[src/rtl/reg_file_pkg.sv]
// Shared register-file constants: bus widths and
// well-known register numbers used by decode and tests.
package reg_file_pkg;

    localparam int DATA_W  = 32;
    localparam int ADDR_W  = 5;
    localparam int REG_NUM = 1 << ADDR_W;

    localparam logic [ADDR_W-1:0] REG_ZERO = 5'd0;
    localparam logic [ADDR_W-1:0] REG_RA   = 5'd31;

endpackage

[src/rtl/reg_read_port.sv]
// One combinational read port: reset/enable/zero gating,
// then same-cycle write bypass, then stored value.
module reg_read_port
    import reg_file_pkg::*;
#(
    parameter int DW = DATA_W,
    parameter int AW = ADDR_W
) (
    input  logic          rst,
    input  logic          read_en,
    input  logic [AW-1:0] read_addr,
    input  logic          write_en,
    input  logic [AW-1:0] write_addr,
    input  logic [DW-1:0] write_data,
    input  logic [DW-1:0] reg_data,
    output logic [DW-1:0] read_data
);

    logic zero_sel;
    logic byp_sel;

    assign zero_sel = rst || !read_en
                   || (read_addr == AW'(REG_ZERO));
    assign byp_sel  = write_en && (write_addr == read_addr);

    // Priority select; zero gating dominates the bypass.
    always_comb begin
        read_data = '0;
        if (zero_sel) begin
            read_data = '0;
        end else if (byp_sel) begin
            read_data = write_data;
        end else begin
            read_data = reg_data;
        end
    end

endmodule

[src/rtl/reg_file.sv]
// ID-stage 32x32 register file, $0 hardwired to zero,
// two combinational read ports with WB->ID bypass.
module reg_file
    import reg_file_pkg::*;
#(
    parameter int DW  = DATA_W,
    parameter int AW  = ADDR_W,
    parameter int NUM = REG_NUM
) (
    input  logic          clk,
    input  logic          rst,
    input  logic          read_en_1,
    input  logic [AW-1:0] read_addr_1,
    output logic [DW-1:0] read_data_1,
    input  logic          read_en_2,
    input  logic [AW-1:0] read_addr_2,
    output logic [DW-1:0] read_data_2,
    input  logic          write_en,
    input  logic [AW-1:0] write_addr,
    input  logic [DW-1:0] write_data
);

    logic [DW-1:0] regs_q [NUM];
    logic [DW-1:0] regs_d [NUM];
    logic          wr_ok;

    assign wr_ok = write_en && (write_addr != AW'(REG_ZERO));

    // Next-state: reset clears all and drops the write.
    always_comb begin
        for (int i = 0; i < NUM; i++) begin
            regs_d[i] = regs_q[i];
        end
        if (rst) begin
            for (int i = 0; i < NUM; i++) begin
                regs_d[i] = '0;
            end
        end else if (wr_ok) begin
            regs_d[write_addr] = write_data;
        end
    end

    // Register storage update.
    always_ff @(posedge clk) begin
        for (int i = 0; i < NUM; i++) begin
            regs_q[i] <= regs_d[i];
        end
    end

    reg_read_port #(.DW(DW), .AW(AW)) u_rd1 (
        .rst        (rst),
        .read_en    (read_en_1),
        .read_addr  (read_addr_1),
        .write_en   (write_en),
        .write_addr (write_addr),
        .write_data (write_data),
        .reg_data   (regs_q[read_addr_1]),
        .read_data  (read_data_1)
    );

    reg_read_port #(.DW(DW), .AW(AW)) u_rd2 (
        .rst        (rst),
        .read_en    (read_en_2),
        .read_addr  (read_addr_2),
        .write_en   (write_en),
        .write_addr (write_addr),
        .write_data (write_data),
        .reg_data   (regs_q[read_addr_2]),
        .read_data  (read_data_2)
    );

endmodule

[config.mk]
export PLATFORM = sky130hd
export DESIGN_NAME = reg_file
export DESIGN_NICKNAME = d
export VERILOG_FILES = /design/src/rtl/reg_file_pkg.sv /design/src/rtl/reg_read_port.sv /design/src/rtl/reg_file.sv
export SDC_FILE = /design/constraint.sdc
export NUM_CORES = 2
export LEC_CHECK = 0
export BUFFER_PORTS_ARGS = -buffer_cell sky130_fd_sc_hd__buf_4
export CORE_UTILIZATION = 38
export CTS_CLUSTER_DIAMETER = 50
export DETAILED_ROUTE_END_ITERATION = 6
export GPL_TIMING_DRIVEN = 0
export RECOVER_POWER = 50
export SYNTH_ARGS = -nofsm -noshare
export SYNTH_HDL_FRONTEND = slang
export SYNTH_SLANG_ARGS = --single-unit
[constraint.sdc]
create_clock -name clk -period 2.9 [get_ports clk]
set_clock_uncertainty 0.15 [all_clocks]
set_input_delay 0.58 -clock clk [delete_from_list [all_inputs] [get_ports clk]]
set_output_delay 0.58 -clock clk [all_outputs]
set_load 0.01 [all_outputs]
After elaboration in Yosys (flattened, before gate mapping)

Memories as Yosys holds them, arrays and structs flattened.
Index checks and enable logic that the tools add are counted.

Logic and storage cells: 28
Memories: 1
Memory bits (writable): 1024
Bits in registers: 0

Memory list:

| memory | words | width | read ports | clocked after memory_dff | wr ports | line           | text |
|---|---|---|---|---|---|---|---|
| regs_q | 32    | 32    | 34         | 0                        | 32       | reg_file.sv:23 | `logic [DW-1:0] regs_q [NUM];` |

Eq/ne operators: 2
Muxes and demuxes: 9
Order comparisons: 2
Reductions and logical operators: 13
Bitwise operators: 1

Operators with widths:

| cell                                                        | number |
|---|---|
| two-way mux 1024 bit                                        | 2 |
| bitwise mux 1024 bit                                        | 1 |
| demux 32 bit (select 5 bit)                                 | 1 |
| two-way mux 32 bit                                          | 5 |
| == test 5 bit                                               | 2 |
| logical NOT 5 bit                                           | 2 |
| greater-or-equal comparator 6 bit (second input constant)   | 1 |
| less-than comparator 6 x 1 -> 1 bit (second input constant) | 1 |
| NOT 5 -> 6 bit                                              | 1 |
| nonzero test 5 bit                                          | 1 |
| logical AND 1 bit                                           | 4 |
| logical OR 1 bit                                            | 4 |
| logical NOT 1 bit                                           | 2 |

Longest topological paths before layout

Word-level depth: 8
Mapped depth: 9
Mapped depth without buffers: 5

By module

From an unflattened synthesis, not the netlist that was laid out.

Cells, all modules: 7091
Area total of the unflattened synthesis: 54008.0 sq um

By module, submodules not included:

| module        | area each (sq um) | cells each | sequential area each (sq um) | instances |
|---|---|---|---|---|
| reg_file      | 52699.3           | 6843       | 20499.7                      | 1 |
| reg_read_port | 654.4             | 124        | 0.0                          | 2 |

Worst setup path before layout

Ideal clock, no wire load.

Path type: input to output
Start: input port read_addr_2[0]
End: output port read_data_2[10]
Setup slack: -0.028 ns
Arrival time: 2.198 ns
Path buffers: 3
Required time: 2.170 ns
Stages on the path: 7
Path through: buf_2 buf_6 buf_2 mux4_2 a211oi_1 nor3_1 a22o_1

Word-level cells in the longest chain between the ends: 4
Elaborated cells between the ends (all ways): 7
Those cells by class: eq/ne (1); mux (2); reduce/logical (3); memory (1)

RTL lines:

| what                                                              | line                | text |
|---|---|---|
| start: declaration                                                | reg_file.sv:16      | `input logic [AW-1:0] read_addr_2,` |
| branches (longest 3 deep; another with memory read (32 x 32 bit)) | -                   |  |
| two-way mux 32 bit (*)                                            | reg_read_port.sv:29 | `if (zero_sel) begin` |
| end: declaration                                                  | reg_file.sv:17      | `output logic [DW-1:0] read_data_2,` |

Every way passes the cells marked *.

Worst setup path in the final report

Start: input port read_addr_1[0]
End: output port read_data_1[30]

Word-level cells in the longest chain between the ends: 4
Elaborated cells between the ends (all ways): 7
Those cells by class: eq/ne (1); mux (2); reduce/logical (3); memory (1)

RTL lines:

| what                                                              | line                | text |
|---|---|---|
| start: declaration                                                | reg_file.sv:13      | `input logic [AW-1:0] read_addr_1,` |
| branches (longest 3 deep; another with memory read (32 x 32 bit)) | -                   |  |
| two-way mux 32 bit (*)                                            | reg_read_port.sv:29 |  |
| end: declaration                                                  | reg_file.sv:14      | `output logic [DW-1:0] read_data_1,` |

Marks and branches as above.

==> impl_results.md <==
* Status: complete, but fails checks
* Violated checks: capacitance limit, setup timing
* I/O pin count at between 100 and 150
* Fin. Hold Viols at 0
* Rows at approximately 140
* Final ANT Viol Nets at 0
* Reg with most FFs: regs_q
* Initial Utilization at between 30% and 40%
* Util after Layout at between 40% and 50%
* Full die area at roughly 140000 µm²
* CP arrival at slightly below 3 ns
* CTS Buf Count at 132
* Vias in the first global route at around 47k
* Final setup TNS at -39.58 ns
* H-tree levels at 4
* DR pass1 iterations at 6
* Met1 Use GR at between 40% and 50%
* Worst-path clk slew at around 0.060 ns
* CP max stage delay at 0.56 ns
* Synth warn at 0
* CP max stage cell: mux4_2
* CP endpoint kind: output port
* CTS tree: done
* DR WL/cell at 32.4 µm
* Dpl hpwl at 199000 µm
* # nets final at approximately 6.3k
* DIE HEIGHT at between 300 and 400 µm
* Sequential area share after synthesis at 39.4%
* Most common cell in the netlist: nand2_1
* Main synth FF type: dfxtp_1
* Slew @ Worst Pin at between 1 and 1.5 ns
* DRT iter0 DRCs at about 7.8k
* Slew headroom at 0.610%
* Post-synthesis compound-gate area fraction at 14.0%
* Mapped Nets at just under 6k
* Most Frequent Cell on Critical Path: buf_16
* RePlAce Congestion at approximately 1.1
* Post-DP Area at roughly 55000 µm²
* Setup violations, final at 101
* Post-Layout Inst Area at roughly 64000 µm²
* Gr usage total at between 30% and 40%
* PD cells at 547 nW/µm²
* DRC violations left at 0
* Synth top cells by count: 2091 x nand2_1, 1040 x a21oi_1, 1024 x dfxtp_1
* Largest family of logic cells by synthesized area: multiplexers
* Routed wire length at ~260000 µm
* Synth area leader: dfxtp_1
* Async SR Flop Fraction at 0%
* Max Cap Viol at 1
* Peak supply drop at approximately 0.52 mV
* Share of cells above drive strength 1 at a little under a quarter
* Area delta synth->final at 23.6%
* Antenna violations before repair at 21
* Min-Delay Path Class: input port to register
* Synthesized area at about 52000 µm²
* Fillers at 12.8k
* Post-synth EDFFs at 0
* First-pass GRT wire length at about 360000 µm
* Leakage power at ~21 nW
* Startpoint types: input port
* Setup WS pre-CTS at -2.21 ns
* Global Route met2 Usage at a little over half
* DR vias/cell at approximately 6.3
* Clock Sinks at 1024
* Post-Synth Simple-Gate Area at a little under a fifth
* Period utilization at 126%
* Slew Limit Fails at 0
* Die Span X at 372 µm
* Clock latency on the worst-skew pair at a little under 0.8 ns
* Aggregate global routing overflow at 0
* Root Driver: clkbuf_16
* Vias at roughly 50k
* Busiest grt layer: met2
* Largest regs: regs_q: 1024 flops
* WS Path Type: input port to output port
* Critical Path RT at between 2 and 2.5 ns
* Total power at ~35 mW
* Max Clk Rate at roughly 270 MHz
* Worst-path cell chain: buf_16 > buf_16 > buf_12 > mux4_2 > a22oi_1 > o21ai_1 > a221o_2 > buf_4
* Multiplexer share of the synthesized area at 22.7%
* CP Max Fanout at 10
* Syn Inst Count at approximately 5.9k
* Max reg flops at 1024
* Synth top area share at 39.4%
* Clk buf depth at 3
* Register bit total from synthesis at ~1k
* Port Buffers at 69
* Count of different cell masters after synthesis at a little under 50
* Core box area at about 140000 µm²
* Post-synthesis adder-cell area fraction at 0%
* Met3 Use GR at around 16%
* RSZ-0062 raised after global routing: yes
* Largest net degree at the start of global routing at 17
* Crit path time final at 3.65 ns
* Synth area leaders: dfxtp_1 39%, mux4_2 22%, nand2_1 15%
* Mean Syn Cell Area at slightly below 9 µm²
* Setup ws final at -0.747 ns
* Xor-xnor portion of the synthesized cell area at less than 1%
## critical path, delay by kind of cell
family,cells,cell delay (ns)
compound gates,3,0.90
buf+inv,4,0.80
mux,1,0.56
## final timing paths
check / from / endpoint / slack, ns / cells past startpoint
min reg2reg: regs_q[18][29] / regs_q[18][29] / 0.32 / 2
max reg2reg: regs_q[1][25] / regs_q[1][25] / 1.89 / 3
max: read_addr_1[0] / read_data_1[30] / -0.75 / 8
min: write_data[18] / regs_q[2][18] / 0.05 / 3
## placed cells by master, fill, tap and decap left out, types with 15 or more instances in the layout
cell type  netlist  routed
a211oi_1        70      17
a211oi_2         7      36
a211oi_4         0      24
a21oi_1       1040    1018
a21oi_2          0      19
a221o_2          0      18
a22o_4           0      23
a22oi_1         65      27
a22oi_2          0      38
a31oi_1         17      17
and2_1          33      18
and2_4           0      15
buf_12           3      45
buf_16           0      27
buf_2          141      70
buf_4           16      86
buf_6           18     124
buf_8            0      17
clkbuf_1       424     401
clkbuf_16        0     143
clkbuf_2        29      56
clkbuf_8         0      32
clkinv_2         0      23
dfxtp_1       1024     977
dfxtp_2          0      41
mux2i_4          0      16
mux4_2         511     511
nand2_1       2091    2091
nand3_1         49      28
nand3_2          0      21
nand3b_1        34      34
nor2_1          36      35
nor2b_1         72      67
o22ai_4          0      27
## final cells by class
class,instances,area (µm²),share of cell area [%]
Multi-Input combinational cell,4227,30700,47.7
Antenna cell,5,12.5,0.0194
Tap cell,1781,2230,3.46
Timing Repair Buffer,194,2260,3.51
Clock buffer,180,3830,5.96
Inverter,1,3.75,0.00583
Buffer,645,4170,6.48
Sequential cell,1024,20600,32.0
Clock inverter,52,584,0.908
## power breakdown
group / switching (mW) / internal [mW]
Combinational: 2.62 / 1.25
Sequential: 0.0850 / 14.2
Clock: 6.89 / 10.2
Total: 9.60 / 25.6
## per-layer routing
metal  vias to the layer above  routed length, µm  part of all wire [%]
met2                      3756             109000                    41
li1                      21300                  -                     -
met5                         -                 60                 0.023
met4                        12              15400                   5.9
met3                       763              41400                    16
met1                     25200              96600                    37
## cell families (layout without fill, tap and decap cells)
family | Yosys count | after routing
simple gates | 2369 | 2369
compound gates | 1306 | 1306
flops | 1024 | 1024
buf+inv | 647 | 1072
mux | 542 | 542
xor+xnor | 10 | 10
other cells | 0 | 5
## metrics by stage
| stage | std cells | hold slack [ns] |
|---|---|---|
| 2_1_floorplan | 5898 | 0.293 |
| 3_3_place_gp | 7748 | 0.298 |
| 3_5_place_dp | 7748 | 0.308 |
| 4_1_cts | 8060 | 0.00207 |
| 5_1_grt | 8106 | 0.0662 |
| 6_report | 8109 | 0.0503 |
## what timing repair did
item / CTS / global route
cloned: 15 / 3
setup endpoints to repair: 526 / 65
setup buffers: 64 / 47
hold buffers: 3 / 0
pin swaps: 139 / 113
hold endpoints to repair: 3 / 0
resized for setup: 807 / 169
Note: power is estimated with default switching activity, not from simulation.
